[src/rtl/updi_cg_arbiter.sv]
// Two-requester round-robin arbiter in front of the UPDI command-generator
// byte port. A granted requester owns the port for one whole transaction
// (header byte plus 4*max(H,1) data bytes), after which a fixed idle gap
// separates it from the next grant.
module updi_cg_arbiter #(
    parameter int GAP_CYCLES = 2
) (
    input  logic       i_clk,
    input  logic       i_rst,
    input  logic [7:0] i_r0_data,
    input  logic       i_r0_valid,
    input  logic       i_r0_write,
    output logic       o_r0_ready,
    input  logic [7:0] i_r1_data,
    input  logic       i_r1_valid,
    input  logic       i_r1_write,
    output logic       o_r1_ready,
    output logic [7:0] o_cg_data,
    output logic       o_cg_valid,
    input  logic       i_cg_ready,
    output logic       o_cg_write,
    output logic [1:0] o_grant,
    output logic       o_busy,
    output logic       o_done
);

    localparam logic [1:0] ST_IDLE   = 2'd0;
    localparam logic [1:0] ST_HEADER = 2'd1;
    localparam logic [1:0] ST_DATA   = 2'd2;
    localparam logic [1:0] ST_GAP    = 2'd3;

    localparam logic [3:0] GAP_INIT = 4'(GAP_CYCLES);

    logic [1:0] state_q, state_d;
    logic [1:0] grant_q, grant_d;
    logic       last_q, last_d;
    logic [9:0] remaining_q, remaining_d;
    logic [3:0] gap_q, gap_d;
    logic       write_q, write_d;

    logic       active;
    logic       owner;
    logic       sel_valid;
    logic [7:0] sel_data;
    logic       sel_write;
    logic       xfer;
    logic       pick_r1;

    // Pass-through of the granted requester onto the command-generator port
    always_comb begin
        active     = (state_q == ST_HEADER) || (state_q == ST_DATA);
        owner      = grant_q[1];
        sel_valid  = owner ? i_r1_valid : i_r0_valid;
        sel_data   = owner ? i_r1_data  : i_r0_data;
        sel_write  = owner ? i_r1_write : i_r0_write;
        o_cg_valid = active & sel_valid;
        o_cg_data  = active ? sel_data : 8'h00;
        o_r0_ready = active & grant_q[0] & i_cg_ready;
        o_r1_ready = active & grant_q[1] & i_cg_ready;
        xfer       = o_cg_valid & i_cg_ready;
        o_done     = (state_q == ST_DATA) && xfer && (remaining_q == 10'd1);
        o_busy     = active;
        o_grant    = grant_q;
        o_cg_write = write_q;
    end

    // Arbitration, transaction byte counting and inter-transaction gap
    always_comb begin
        state_d     = state_q;
        grant_d     = grant_q;
        last_d      = last_q;
        remaining_d = remaining_q;
        gap_d       = gap_q;
        write_d     = write_q;
        pick_r1     = 1'b0;
        case (state_q)
            ST_IDLE: begin
                if (i_r0_valid || i_r1_valid) begin
                    // On a tie the requester that did not go last wins
                    if (i_r0_valid && i_r1_valid) pick_r1 = ~last_q;
                    else                          pick_r1 = i_r1_valid;
                    grant_d = pick_r1 ? 2'b10 : 2'b01;
                    state_d = ST_HEADER;
                end
            end
            ST_HEADER: begin
                if (xfer) begin
                    remaining_d = (sel_data == 8'h00) ? 10'd4 : {sel_data, 2'b00};
                    write_d     = sel_write;
                    state_d     = ST_DATA;
                end
            end
            ST_DATA: begin
                if (xfer) begin
                    remaining_d = remaining_q - 10'd1;
                    if (remaining_q == 10'd1) begin
                        last_d  = owner;
                        grant_d = 2'b00;
                        gap_d   = GAP_INIT;
                        state_d = ST_GAP;
                    end
                end
            end
            default: begin
                if (gap_q <= 4'd1) state_d = ST_IDLE;
                else               gap_d   = gap_q - 4'd1;
            end
        endcase
    end

    // State registers; reset abandons any transaction in flight
    always_ff @(posedge i_clk) begin
        if (i_rst) begin
            state_q     <= ST_IDLE;
            grant_q     <= 2'b00;
            last_q      <= 1'b1;
            remaining_q <= 10'd0;
            gap_q       <= 4'd0;
            write_q     <= 1'b0;
        end else begin
            state_q     <= state_d;
            grant_q     <= grant_d;
            last_q      <= last_d;
            remaining_q <= remaining_d;
            gap_q       <= gap_d;
            write_q     <= write_d;
        end
    end

endmodule
[config.mk]
export PLATFORM = sky130hd
export DESIGN_NAME = updi_cg_arbiter
export DESIGN_NICKNAME = d
export VERILOG_FILES = /design/src/rtl/updi_cg_arbiter.sv
export SDC_FILE = /design/constraint.sdc
export NUM_CORES = 1
export LEC_CHECK = 0
export BUFFER_PORTS_ARGS = -buffer_cell sky130_fd_sc_hd__buf_2
export CORE_ASPECT_RATIO = 0.7
export CORE_MARGIN = 2
export CORE_UTILIZATION = 30
export DETAILED_ROUTE_END_ITERATION = 8
export HOLD_SLACK_MARGIN = 0.08
export SLEW_MARGIN = 20
export SYNTH_ARGS = -nofsm -noshare
export SYNTH_HDL_FRONTEND = slang
export SYNTH_SLANG_ARGS = --single-unit
[constraint.sdc]
create_clock -name i_clk -period 3.4 [get_ports i_clk]
set_clock_uncertainty 0.05 [all_clocks]
set_input_delay 0.34 -clock i_clk [delete_from_list [all_inputs] [get_ports i_clk]]
set_output_delay 0.34 -clock i_clk [all_outputs]
set_load 0.01 [all_outputs]
Word-level counts from Yosys, hierarchy flattened
Cells that the tools add are included.

word-level totals
  register bits = 20
  input port bits = 23
  output and inout port bits = 16
  word-level logic and storage cells = 68

operators by class
  add/subtract/negate cells = 2
  magnitude comparators = 1
  equality and inequality tests = 8
  mux-type cells = 26
  bitwise logic cells = 8
  reductions and logical operators = 17

operators by type and width
  operator               number
  $mux 10                3
  $pmux 10 s2            1
  $mux 2                 9
  $mux 8                 2
  $mux 4                 3
  $eq 10x1->1 const B    1
  $sub 10x1->10 const B  1
  $logic_not 8->1        1
  $ne 2x2->1 const B     4
  $pmux 4 s2             1
  $reduce_and 4->1       2
  $and 1x1->1            6
  $pmux 2 s3             1
  $reduce_and 3->1       2
  $mux 1                 5
  $reduce_and 5->1       1
  $le 4x1->1 const B     1
  $pmux 2 s2             1
  $reduce_bool 2->1      2
  $reduce_bool 4->1      1
  $sub 4x1->4 const B    1
  $logic_and 1x1->1      3
  $eq 2x1->1 const B     1
  $eq 2x2->1 const B     1
  other kinds (6)        8

Longest topological paths before layout
  depth in word-level cells = 7
  depth in mapped cells = 7
  gate-level depth less buffers = 6

Least setup slack after synthesis
Ideal clock, no wire load.

  kind = flip-flop to flip-flop
  start = register state_q[1]
  end = register state_q[0]
  setup time = 0.117 ns
  arrival time = 1.842 ns
  data required time = 3.233 ns
  setup slack = 1.391 ns
  stages on the path, launching flop included = 7
  buffers on the path = 0
  clock period less this slack = 2.009 ns
  cell sequence = dfxtp_1 > inv_1 > ha_1 > and2_0 > nand2_1 > a2111o_1 > a32o_1

on the way
  word-level cells in the longest chain between the ends = 6
  elaborated cells between the ends (all ways) = 13
  those cells by class = 6 x eq/ne; 1 x mux; 2 x bitwise; 4 x reduce/logical

RTL lines
  what                                             line  source
  start, declared                                  34    logic [1:0] state_q, state_d;
  start signal, assigned                           121   state_q <= state_d;
  $eq 2x1->1 / $eq 2x2->1 (equally long branches)  51    active = (state_q == ST_HEADER) || (state_q == ST_DATA);
  $logic_or 1x1->1 *                               51
  net o_busy                                       23    output logic o_busy,
  $and 1x1->1 *                                    56    o_cg_valid = active & sel_valid;
  $and 1x1->1 *                                    60    xfer = o_cg_valid & i_cg_ready;
  $ne 2x2->1 (no source line)                      n/a
  $reduce_and 5->1 (no source line) *              n/a

The timed path passes the listed nets; every way through them passes the cells marked *.
A chain may end at the register's enable or synchronous reset.

Final worst setup path
  start = register state_q[1]
  end = output o_done

on the way
  word-level cells in the longest chain between the ends = 6
  elaborated cells between the ends (all ways) = 7
  those cells by class = 2 x eq/ne; 2 x bitwise; 3 x reduce/logical

RTL lines
  what                                             line    source
  $eq 2x1->1 / $eq 2x2->1 (equally long branches)  51, 61
  $logic_or 1x1->1                                 51
  $and 1x1->1                                      56
  $and 1x1->1                                      60
  $logic_and 1x1->1 * (2 in series)                61      o_done = (state_q == ST_DATA) && xfer && (remaining_q == 10'd1);
  end, declared                                    24      output logic o_done

Every way passes the cells marked *; elsewhere a longest branch is shown, timed or not.

==> run summary <==
Worst Max-Slew Pin Slew: 0.458 ns
nets: 260
unrepaired setup endpoints after global routing: false
Detailed Route Iter0 Violations: 152
HPWL Detailed: 3220 um
CTS max path bufs: 2
Synth Register Bits: 20
max-slew violation count: 0
Root Driver: clkbuf_8
final total power: 1.01 mW
setup_tns: 0 ns
crit path kind: flip-flop to primary output
Placer Congestion: 0.828
initial antenna violation count: 0
Hold/Removal Path Class: input pin to flip-flop
vias in the first global route: 1360
Syn Nets: 225
vias: 1588
vias per cell: 5.29
area of the mapped netlist: 1580 um^2
FF-to-FF path depth: 6
cell leakage power: 0.720 nW
die width: 90.6 um
final setup vio count: 0
drt pass-1 iters: 4
DRC: 0
Main synth FF type: dfxtp_1
Pwr per Cell Area: 542 nW/um^2
Die Ht: 64.6 um
Slew Limit Headroom: 69.5%
sw frac: 41.8%
commonest non-fill, non-tap cells in the layout: 38 x buf_2, 20 x dfxtp_1, 15 x nor2_1, 15 x a21oi_1, 15 x nand2_1
Port Buf Inserts: 38
Routed WL per cell: 14.3 um
Total GRT Usage: 15.0%
first-pass GRT wire length: 7040 um
endpoints failing hold: 0
clock share of power: 18.5%
P_sw: 420 uW
CTS clk-pin slew, worst paths: 0.08 ns
yosys warns: 0
Flop pwr share: 28.9%
FILL cells: 534
Cells after Synth: 194
maximum VDD drop: 0.160 mV
synthesis-to-finish area growth: 17.7%
power share of the combinational group: 52.6%
hold depth: 4
postcts setup bufs: 0
number of diodes: 0
Initial Utilization: 30.6%
hold_buf cts: 0
final design utilization: 36.0%
H-tree levels: 1
Post-DRT Antenna Nets: 0
final hold slack: 0.377 ns
synth unique cells: 55
critical path fanouts, max: 16
Setup crit start kind: flip-flop
Clk Latency, worst-skew pair: 0.26 ns
asr flop ratio synth: 0%
syn avg cell area: 8.12 um^2
CTS buffer count: 3
status: finished, final reports clean
fmax: 0.384 GHz
pin count of the biggest net entering global routing: 21
Worst Setup End Kind: primary output
core footprint: 5150 um^2
Tmin final: 2.60 ns
grt total ovfl: 0
share of cells above drive strength 1: 25.9%
WL final: 4280 um
Data arrival, critical path: 2.21 ns
# rows: 22
Worst EP required: 3.01 ns
post-route clock period utilization: 76.5%
CTS Sinks: 20
# resized after CTS: 0
sequential share of the synthesized area: 25.4%
Top Ports: 39
Max Cap Violations: 0
die area: 5860 um^2
Post-synth EDFFs: 0
commonest non-fill, non-tap cell in the layout: buf_2
Cell Int Power: 586 uW
CTS tree: yes
[layer usage]
layer	track usage (%)	vias up	wire (um)
li1	-	789	-
met1	22.9	714	2130
met2	20.3	81	1610
met3	4.07	4	501
met4	3.27	0	28
met5	0	-	0
[sequential cells by signal, summed over array words and instances, names as in the netlist]
signal and flops:
remaining_q 10, last_q 1, state_q 2, o_grant 2, o_cg_write 1, gap_q 4
[final cells by class]
cell class	instances	area, um^2	share of cell area [%]
clock buffer	4	55.1	2.97
inverter	10	37.5	2.02
multi-input combinational	154	1070	57.5
sequential	20	400	21.6
tap	72	90.1	4.86
timing repair buffer	40	205	11.1
[worst max-delay path: stages, from the launching register on]
cell and delay (ns):
dfxtp_1 0.38, inv_1 0.08, ha_1 0.52, and2_0 0.32
nand4_1 0.33, nor2_1 0.16, buf_2 0.14
[synthesized netlist by cell type, types with 3 or more instances]
cell | number | area [um^2]
nor3_1 | 5 | 25.0
nor2b_1 | 8 | 50.1
a311oi_1 | 4 | 35.0
clkbuf_1 | 3 | 11.3
dfxtp_1 | 20 | 400
or3_1 | 3 | 18.8
a21oi_1 | 15 | 75.1
a31oi_1 | 5 | 31.3
mux2i_1 | 10 | 100
inv_1 | 10 | 37.5
buf_6 | 3 | 33.8
nand3_1 | 6 | 30.0
ha_1 | 8 | 100
nor4_1 | 3 | 18.8
and2_1 | 3 | 18.8
and3_1 | 3 | 18.8
nor2_1 | 15 | 56.3
nand2_1 | 15 | 56.3
o21ai_0 | 9 | 45.0
o221a_2 | 3 | 33.8
[cells by family after synthesis]
family	synth area share, %
AO/OA/AOI/OAI	26.1
adder cells (fa/ha/maj)	6.35
buffers and inverters	6.91
flip-flops	25.4
multiplexers	7.31
AND/OR/NAND/NOR	28.0
[path summary, 6_finish.rpt]
| kind | start | endpoint | slack [ns] |
|---|---|---|---|
| setup / recovery | state_q[1] | o_done | 0.80 |
| hold / removal | i_r0_data[0] | remaining_q[2] | 0.38 |
| setup reg to reg | state_q[1] | state_q[0] | 1.00 |
| hold reg to reg | state_q[1] | state_q[1] | 0.46 |
[power groups by stage]
stage	clock [mW]	sequential, mW	combinational [mW]
after CTS	0.193	0.290	0.528
final	0.186	0.291	0.529
after detailed placement	0	0.295	0.523
after global routing	0.203	0.296	0.584
after global placement	0	0.295	0.524
after floorplan	0	0.293	0.384
[through the flow]
step / cell area [um^2] / setup WS [ns] / instances
global placement: 1800 / 1.13 / 296
CTS: 1850 / 0.788 / 300
floorplan: 1580 / 1.39 / 194
global route: 1850 / 0.610 / 300
detailed placement: 1800 / 1.02 / 296
finish: 1850 / 0.799 / 300
(Power assumes the default switching activity.)
